--- src/rtl/rv_ctrl_pkg.sv ---
// Shared encodings for the multi-cycle RV32I control path: FSM states,
// opcodes, trap causes and the datapath mux / immediate select codes.
package rv_ctrl_pkg;

   typedef enum logic [3:0] {
      S_IDLE,
      S_FETCH,
      S_DECODE,
      S_MEMADR,
      S_MEMRD,
      S_MEMWB,
      S_MEMWR,
      S_EXECR,
      S_EXECI,
      S_LUI,
      S_AUIPC,
      S_ALUWB,
      S_BRANCH,
      S_JAL,
      S_JALR,
      S_TRAP
   } state_t;

   localparam logic [6:0] OP_LOAD   = 7'b0000011;
   localparam logic [6:0] OP_STORE  = 7'b0100011;
   localparam logic [6:0] OP_REG    = 7'b0110011;
   localparam logic [6:0] OP_IMM    = 7'b0010011;
   localparam logic [6:0] OP_BRANCH = 7'b1100011;
   localparam logic [6:0] OP_JAL    = 7'b1101111;
   localparam logic [6:0] OP_JALR   = 7'b1100111;
   localparam logic [6:0] OP_LUI    = 7'b0110111;
   localparam logic [6:0] OP_AUIPC  = 7'b0010111;
   localparam logic [6:0] OP_FENCE  = 7'b0001111;

   localparam logic [1:0] CAUSE_NONE    = 2'd0;
   localparam logic [1:0] CAUSE_ILLEGAL = 2'd1;
   localparam logic [1:0] CAUSE_TIMEOUT = 2'd2;

   localparam logic [1:0] SRCA_PC    = 2'd0;
   localparam logic [1:0] SRCA_OLDPC = 2'd1;
   localparam logic [1:0] SRCA_RS1   = 2'd2;
   localparam logic [1:0] SRCA_ZERO  = 2'd3;

   localparam logic [1:0] SRCB_RS2  = 2'd0;
   localparam logic [1:0] SRCB_IMM  = 2'd1;
   localparam logic [1:0] SRCB_FOUR = 2'd2;

   localparam logic [1:0] ALUOP_ADD   = 2'd0;
   localparam logic [1:0] ALUOP_SUB   = 2'd1;
   localparam logic [1:0] ALUOP_FUNCT = 2'd2;

   localparam logic [2:0] IMM_I = 3'd0;
   localparam logic [2:0] IMM_S = 3'd1;
   localparam logic [2:0] IMM_B = 3'd2;
   localparam logic [2:0] IMM_U = 3'd3;
   localparam logic [2:0] IMM_J = 3'd4;

   localparam logic [1:0] RES_ALU = 2'd0;
   localparam logic [1:0] RES_MEM = 2'd1;
   localparam logic [1:0] RES_PC4 = 2'd3;

   // States that hold a memory request open
   function automatic logic is_mem_state(input state_t s);
      return (s == S_FETCH) || (s == S_MEMRD) || (s == S_MEMWR);
   endfunction

endpackage

--- src/rtl/mem_timeout.sv ---
// Memory wait-state counter; flags expiry on the last allowed wait cycle.
// Ports: clk, rst, clr (zero counter), pending (request open),
//        ready (request completes), expired (limit hit, no ready).
module mem_timeout #(
   parameter int unsigned TIMEOUT_CYCLES = 255
) (
   input  logic clk,
   input  logic rst,
   input  logic clr,
   input  logic pending,
   input  logic ready,
   output logic expired
);

   localparam logic [15:0] LIMIT = 16'(TIMEOUT_CYCLES - 1);

   logic [15:0] r_cnt;

   // A completed request also clears, so back-to-back memory
   // states start counting from zero.
   always_ff @(posedge clk or posedge rst) begin
      if (rst) begin
         r_cnt <= '0;
      end else if (clr || ready) begin
         r_cnt <= '0;
      end else if (pending) begin
         r_cnt <= r_cnt + 16'd1;
      end
   end

   // r_cnt counts waits already spent; this cycle would be the
   // TIMEOUT_CYCLES-th. A same-cycle ready still wins.
   assign expired = pending && !ready && (r_cnt == LIMIT);

endmodule

--- src/rtl/multicycle_ctrl.sv ---
// Main control FSM of the multi-cycle RV32I core: sequences the shared
// datapath, handshakes with unified memory, traps on bad opcode/timeout.
// Ports: clk, rst, opcode, branch_taken, mem_ready in; memory request,
//        mux selects, write enables, retire, trap/trap_cause out.
module multicycle_ctrl
   import rv_ctrl_pkg::*;
#(
   parameter int unsigned TIMEOUT_CYCLES = 255
) (
   input  logic       clk,
   input  logic       rst,
   input  logic [6:0] opcode,
   input  logic       branch_taken,
   input  logic       mem_ready,
   output logic       mem_req,
   output logic       mem_we,
   output logic       addr_src,
   output logic       ir_we,
   output logic       pc_we,
   output logic       pc_src,
   output logic       reg_we,
   output logic [1:0] alu_src_a,
   output logic [1:0] alu_src_b,
   output logic [1:0] alu_op,
   output logic [2:0] imm_sel,
   output logic [1:0] result_src,
   output logic       retire,
   output logic       trap,
   output logic [1:0] trap_cause
);

   state_t     r_state;
   state_t     w_next;
   logic [1:0] r_cause;
   logic [1:0] w_cause;
   logic       w_clr;
   logic       w_expired;

   assign w_clr = !is_mem_state(r_state);

   mem_timeout #(
      .TIMEOUT_CYCLES(TIMEOUT_CYCLES)
   ) u_timeout (
      .clk    (clk),
      .rst    (rst),
      .clr    (w_clr),
      .pending(mem_req),
      .ready  (mem_ready),
      .expired(w_expired)
   );

   always_comb begin
      w_next  = r_state;
      w_cause = CAUSE_NONE;
      case (r_state)
         S_IDLE:   w_next = S_FETCH;
         S_FETCH: begin
            if (mem_ready) begin
               w_next = S_DECODE;
            end else if (w_expired) begin
               w_next  = S_TRAP;
               w_cause = CAUSE_TIMEOUT;
            end
         end
         S_DECODE: begin
            case (opcode)
               OP_LOAD, OP_STORE: w_next = S_MEMADR;
               OP_REG:            w_next = S_EXECR;
               OP_IMM:            w_next = S_EXECI;
               OP_BRANCH:         w_next = S_BRANCH;
               OP_JAL:            w_next = S_JAL;
               OP_JALR:           w_next = S_JALR;
               OP_LUI:            w_next = S_LUI;
               OP_AUIPC:          w_next = S_AUIPC;
               OP_FENCE:          w_next = S_FETCH;
               default: begin
                  w_next  = S_TRAP;
                  w_cause = CAUSE_ILLEGAL;
               end
            endcase
         end
         S_MEMADR: begin
            w_next = (opcode == OP_STORE) ? S_MEMWR : S_MEMRD;
         end
         S_MEMRD, S_MEMWR: begin
            if (mem_ready) begin
               w_next = (r_state == S_MEMRD) ? S_MEMWB : S_FETCH;
            end else if (w_expired) begin
               w_next  = S_TRAP;
               w_cause = CAUSE_TIMEOUT;
            end
         end
         S_EXECR, S_EXECI,
         S_LUI, S_AUIPC:   w_next = S_ALUWB;
         S_MEMWB, S_ALUWB,
         S_BRANCH, S_JAL,
         S_JALR:           w_next = S_FETCH;
         S_TRAP:           w_next = S_TRAP;
         default:          w_next = S_IDLE;
      endcase
   end

   always_ff @(posedge clk or posedge rst) begin
      if (rst) begin
         r_state <= S_IDLE;
         r_cause <= CAUSE_NONE;
      end else begin
         r_state <= w_next;
         if ((w_next == S_TRAP) && (r_state != S_TRAP)) begin
            r_cause <= w_cause;
         end
      end
   end

   // Moore decode; only the FETCH and BRANCH write enables look at inputs
   always_comb begin
      mem_req    = 1'b0;
      mem_we     = 1'b0;
      addr_src   = 1'b0;
      ir_we      = 1'b0;
      pc_we      = 1'b0;
      pc_src     = 1'b0;
      reg_we     = 1'b0;
      alu_src_a  = SRCA_PC;
      alu_src_b  = SRCB_RS2;
      alu_op     = ALUOP_ADD;
      imm_sel    = IMM_I;
      result_src = RES_ALU;
      retire     = 1'b0;
      trap       = 1'b0;
      case (r_state)
         S_FETCH: begin
            mem_req   = 1'b1;
            alu_src_b = SRCB_FOUR;
            ir_we     = mem_ready;
            pc_we     = mem_ready;
         end
         S_DECODE: begin
            alu_src_a = SRCA_OLDPC;
            alu_src_b = SRCB_IMM;
            imm_sel   = IMM_B;
            retire    = (opcode == OP_FENCE);
         end
         S_MEMADR: begin
            alu_src_a = SRCA_RS1;
            alu_src_b = SRCB_IMM;
            imm_sel   = (opcode == OP_STORE) ? IMM_S : IMM_I;
         end
         S_MEMRD: begin
            mem_req  = 1'b1;
            addr_src = 1'b1;
         end
         S_MEMWB: begin
            reg_we     = 1'b1;
            result_src = RES_MEM;
            retire     = 1'b1;
         end
         S_MEMWR: begin
            mem_req  = 1'b1;
            mem_we   = 1'b1;
            addr_src = 1'b1;
            retire   = mem_ready;
         end
         S_EXECR, S_EXECI: begin
            alu_src_a = SRCA_RS1;
            alu_src_b = (r_state == S_EXECI) ? SRCB_IMM : SRCB_RS2;
            alu_op    = ALUOP_FUNCT;
         end
         S_LUI, S_AUIPC: begin
            alu_src_a = (r_state == S_AUIPC) ? SRCA_OLDPC : SRCA_ZERO;
            alu_src_b = SRCB_IMM;
            imm_sel   = IMM_U;
         end
         S_ALUWB: begin
            reg_we = 1'b1;
            retire = 1'b1;
         end
         S_BRANCH: begin
            alu_src_a = SRCA_RS1;
            alu_op    = ALUOP_SUB;
            pc_src    = 1'b1;
            pc_we     = branch_taken;
            retire    = 1'b1;
         end
         S_JAL, S_JALR: begin
            alu_src_a  = (r_state == S_JALR) ? SRCA_RS1 : SRCA_OLDPC;
            alu_src_b  = SRCB_IMM;
            imm_sel    = (r_state == S_JALR) ? IMM_I : IMM_J;
            pc_we      = 1'b1;
            reg_we     = 1'b1;
            result_src = RES_PC4;
            retire     = 1'b1;
         end
         S_TRAP:  trap = 1'b1;
         default: ;
      endcase
   end

   assign trap_cause = r_cause;

endmodule
--- config.mk ---
export PLATFORM = sky130hd
export DESIGN_NAME = multicycle_ctrl
export DESIGN_NICKNAME = d
export VERILOG_FILES = /design/src/rtl/rv_ctrl_pkg.sv /design/src/rtl/mem_timeout.sv /design/src/rtl/multicycle_ctrl.sv
export SDC_FILE = /design/constraint.sdc
export NUM_CORES = 1
export LEC_CHECK = 0
export BUFFER_PORTS_ARGS = -buffer_cell sky130_fd_sc_hd__buf_2
export CORE_ASPECT_RATIO = 1.4
export CORE_MARGIN = 2
export CORE_UTILIZATION = 49
export DETAILED_ROUTE_END_ITERATION = 8
export GPL_TIMING_DRIVEN = 0
export MAX_ROUTING_LAYER = met4
export PLACE_DENSITY = 0.76
export SETUP_SLACK_MARGIN = 0.1
export SYNTH_ARGS = -nofsm -noshare
export SYNTH_HDL_FRONTEND = slang
export SYNTH_SLANG_ARGS = --single-unit
export TNS_END_PERCENT = 5
--- constraint.sdc ---
create_clock -name clk -period 1.7 [get_ports clk]
set_clock_uncertainty 0.15 [all_clocks]
set_input_delay 0.17 -clock clk [delete_from_list [all_inputs] [get_ports clk]]
set_output_delay 0.17 -clock clk [all_outputs]
set_load 0.01 [all_outputs]
==> impl_metrics.json <==
{
  "fp.dieArea_um2": 3619,
  "run_status": "finished with violations",
  "detailedRoute.firstIterationViolations": 34,
  "route.detailed.drc": 0,
  "detail_route.first_pass.iterations": 4,
  "cts_inserted_buffers": 3,
  "grt_pass1_wl_mm": 6.023,
  "num_io_pins": 33,
  "max_slew_margin": 0.4549,
  "nNetsFinal": 243,
  "drt-vias-per-instance": 5.649,
  "tritoncts": "yes",
  "grt_usage": 0.2183,
  "critical_path_start": "r_state[3]",
  "chipHeight_um": 70.39,
  "syn-cell-area_um2": 1543,
  "crit_path_start_kind": "flip-flop",
  "seq_area_um2": 555.5,
  "grt_setup_unrepaired": "yes",
  "failed_checks": "negative setup slack",
  "worst_slew_pin_slew_ns": 0.8167,
  "ffs_w_async_s_r_synth": 1.000,
  "route.detailed.wl_per_inst_um": 14.48,
  "worstHoldPathType": "primary input to flip-flop",
  "grt_antenna_before_repair": 0,
  "final-setup-viol-count": 20,
  "clkSinkCount": 22,
  "coreArea_um2": 3063,
  "worstPathRequired_ns": 1.38,
  "yosys.area.top_type_share": 0.3569,
  "cp_max_fo": 2,
  "vias_after_detailed_routing": 1514,
  "multiInputGateArea_um2": 1042,
  "ys_top_cells_by_area": "sky130_fd_sc_hd__dfrtp_1, sky130_fd_sc_hd__nor2_1, sky130_fd_sc_hd__xor2_1",
  "largest_net_degree_at_the_start_of_global_routing": 23,
  "synth_enable_flop_cells": 0,
  "worst_skew_pair.late_latency_ns": 0.26,
  "timing.final.hold_violations": 0,
  "htree_num_levels": 1,
  "port-buffer-count": 30,
  "portion_of_the_clock_cycle_consumed_by_the_worst_path_in_the_final_layout": 1.164,
  "clock_tree.root_cell": "sky130_fd_sc_hd__clkbuf_8",
  "cellPowerDensity_nw_per_um2": 1344,
  "initial_utilization": 0.5037,
  "synthDistinctLibCells": 46,
  "synth.largest_area_cell": "sky130_fd_sc_hd__dfrtp_1",
  "r2r_start": "u_timeout.r_cnt[0]",
  "finalWirelength_mm": 3.880,
  "clock_period_minus_final_worst_setup_slack_ns": 1.978,
  "vias_in_the_first_global_route": 1420,
  "hold_path.startpoint": "opcode[0]",
  "drt.antenna.violating_nets": 0,
  "prevailing_post_synth_register_cell": "sky130_fd_sc_hd__dfrtp_1",
  "core.rowCount": 24,
  "power.ir.vdd_worst_v": 0.0008758,
  "maxCapViolations": 0,
  "antennaDiodeCount": 0,
  "synth-seq-area-share": 0.3569,
  "n_fill_cell": 272,
  "max-clock-path-buffers": 2,
  "yosys_warnings": 0,
  "maxSlewViolCount": 0,
  "timing.critical_path.arrival_ns": 1.66,
  "final_cell_mix": "sky130_fd_sc_hd__nor2_1, sky130_fd_sc_hd__buf_2, sky130_fd_sc_hd__dfrtp_1, sky130_fd_sc_hd__nand2_1",
  "endpoint_kind": "primary output",
  "place_worst_setup_slack_ns": -0.2343,
  "timing_worst_setup_path_type": "flip-flop to primary output",
  "grt_remaining_overflow": 0,
  "place.gp.congestion": 0.7836,
  "postLayoutSetupSlackWorst_ns": -0.2783,
  "number_of_nets_in_the_synthesized_netlist": 204,
  "floorplan_die_width_um": 51.42,
  "area.growth.synth_to_final_pct": 32.20,
  "total_leakage_power_nw": 0.8951,
  "post_route_cells_drive_above_1_share": 0.3624,
  "post-route-util": 0.6659,
  "clock.fmax_mhz": 505.5,
  "synthCells": 191,
  "dp_hpwl_mm": 2.571,
  "post_synth.cell_area_avg_um2": 8.077,
  "cts.clk_slew.worst_paths_ns": 0.08,
  "synth.ff_latch_count": 22
}
## cells by family (layout without fill, tap and decap cells)
kind of cell,Yosys count,count (layout),synth area share
AO/OA/AOI/OAI,38,38,0.1549
XOR/XNOR,13,13,0.07380
adder cells (fa/ha/maj),2,2,0.01622
buffers and inverters,16,54,0.05028
flip-flops,22,22,0.3569
AND/OR/NAND/NOR,100,100,0.3479
## path summary, 6_finish.rpt
path	depth (start not counted)	slack [ns]	to
hold reg to reg	1	0.34	trap_cause[0]
min in group asynchronous	3	0.46	u_timeout.r_cnt[5]
setup reg to reg	6	-0.21	trap_cause[0]
hold / removal	4	0.10	r_state[0]
setup / recovery	6	-0.28	imm_sel[0]
max in group asynchronous	3	0.38	u_timeout.r_cnt[6]
## critical path: stages (launching register included)
cell and delay (ns):
sky130_fd_sc_hd__dfrtp_1 0.38, sky130_fd_sc_hd__buf_6 0.11, sky130_fd_sc_hd__or3_4 0.34, sky130_fd_sc_hd__nor4_4 0.21, sky130_fd_sc_hd__nand2_1 0.09, sky130_fd_sc_hd__a21oi_1 0.12, sky130_fd_sc_hd__buf_2 0.14
## layout make-up
cell class	count	share of cell area
Buffer	10	0.05399
Clock buffer	3	0.02025
Clock inverter	1	0.01472
Inverter	6	0.01104
Multi-Input combinational cell	153	0.5110
Sequential cell	22	0.2724
Tap cell	39	0.02393
Timing Repair Buffer	34	0.09264
## synth_stat cells, drive strengths merged (4+ instances only)
library cell  count
a21oi            11
and2              4
buf               7
dfrtp            22
inv               6
nand2            15
nand2b            5
nand3             7
nor2             32
nor2b             5
nor3              6
o21ai            12
xor2             11
## per-layer routing
layer,up-vias,track usage,part of all wire
met3,11,0.01923,0.017
met5,-,-,0
met2,31,0.3775,0.55
met4,0,0.1111,0.029
met1,725,0.2431,0.40
li1,747,-,-
## per-stage QoR
stage	area (um2)	TNS, ns	hold WS (ns)	std cells	power [mW]
after CTS	1952	-3.482	0.09609	267	2.527
after global placement	1742	-1.691	0.2044	260	1.848
after floorplan	1543	-0.1196	0.009226	191	1.482
after detailed placement	1742	-2.065	0.2155	260	1.858
final	2039	-3.157	0.1047	268	2.742
after global routing	2039	-4.594	0.1121	268	2.905
## timing repair
action / in CTS / in global routing
resized for setup: 32 / 29
setup endpoints to repair: 38 / 41
hold endpoints to repair: 22 / 0
buffers inserted: 2 / 1
pin swaps: 6 / 3
hold buffers: 1 / 0
## where the power goes
group,switching [mW],internal (mW),leakage [nW]
clock network,0.171,0.315,0.0357
registers,0.0625,0.590,0.288
logic,0.890,0.714,0.572
## registers in the layout (all words and copies together) (netlist names)
register,count
trap_cause,2
r_state,4
u_timeout.r_cnt,16
Note: power is estimated with default switching activity, not from simulation.
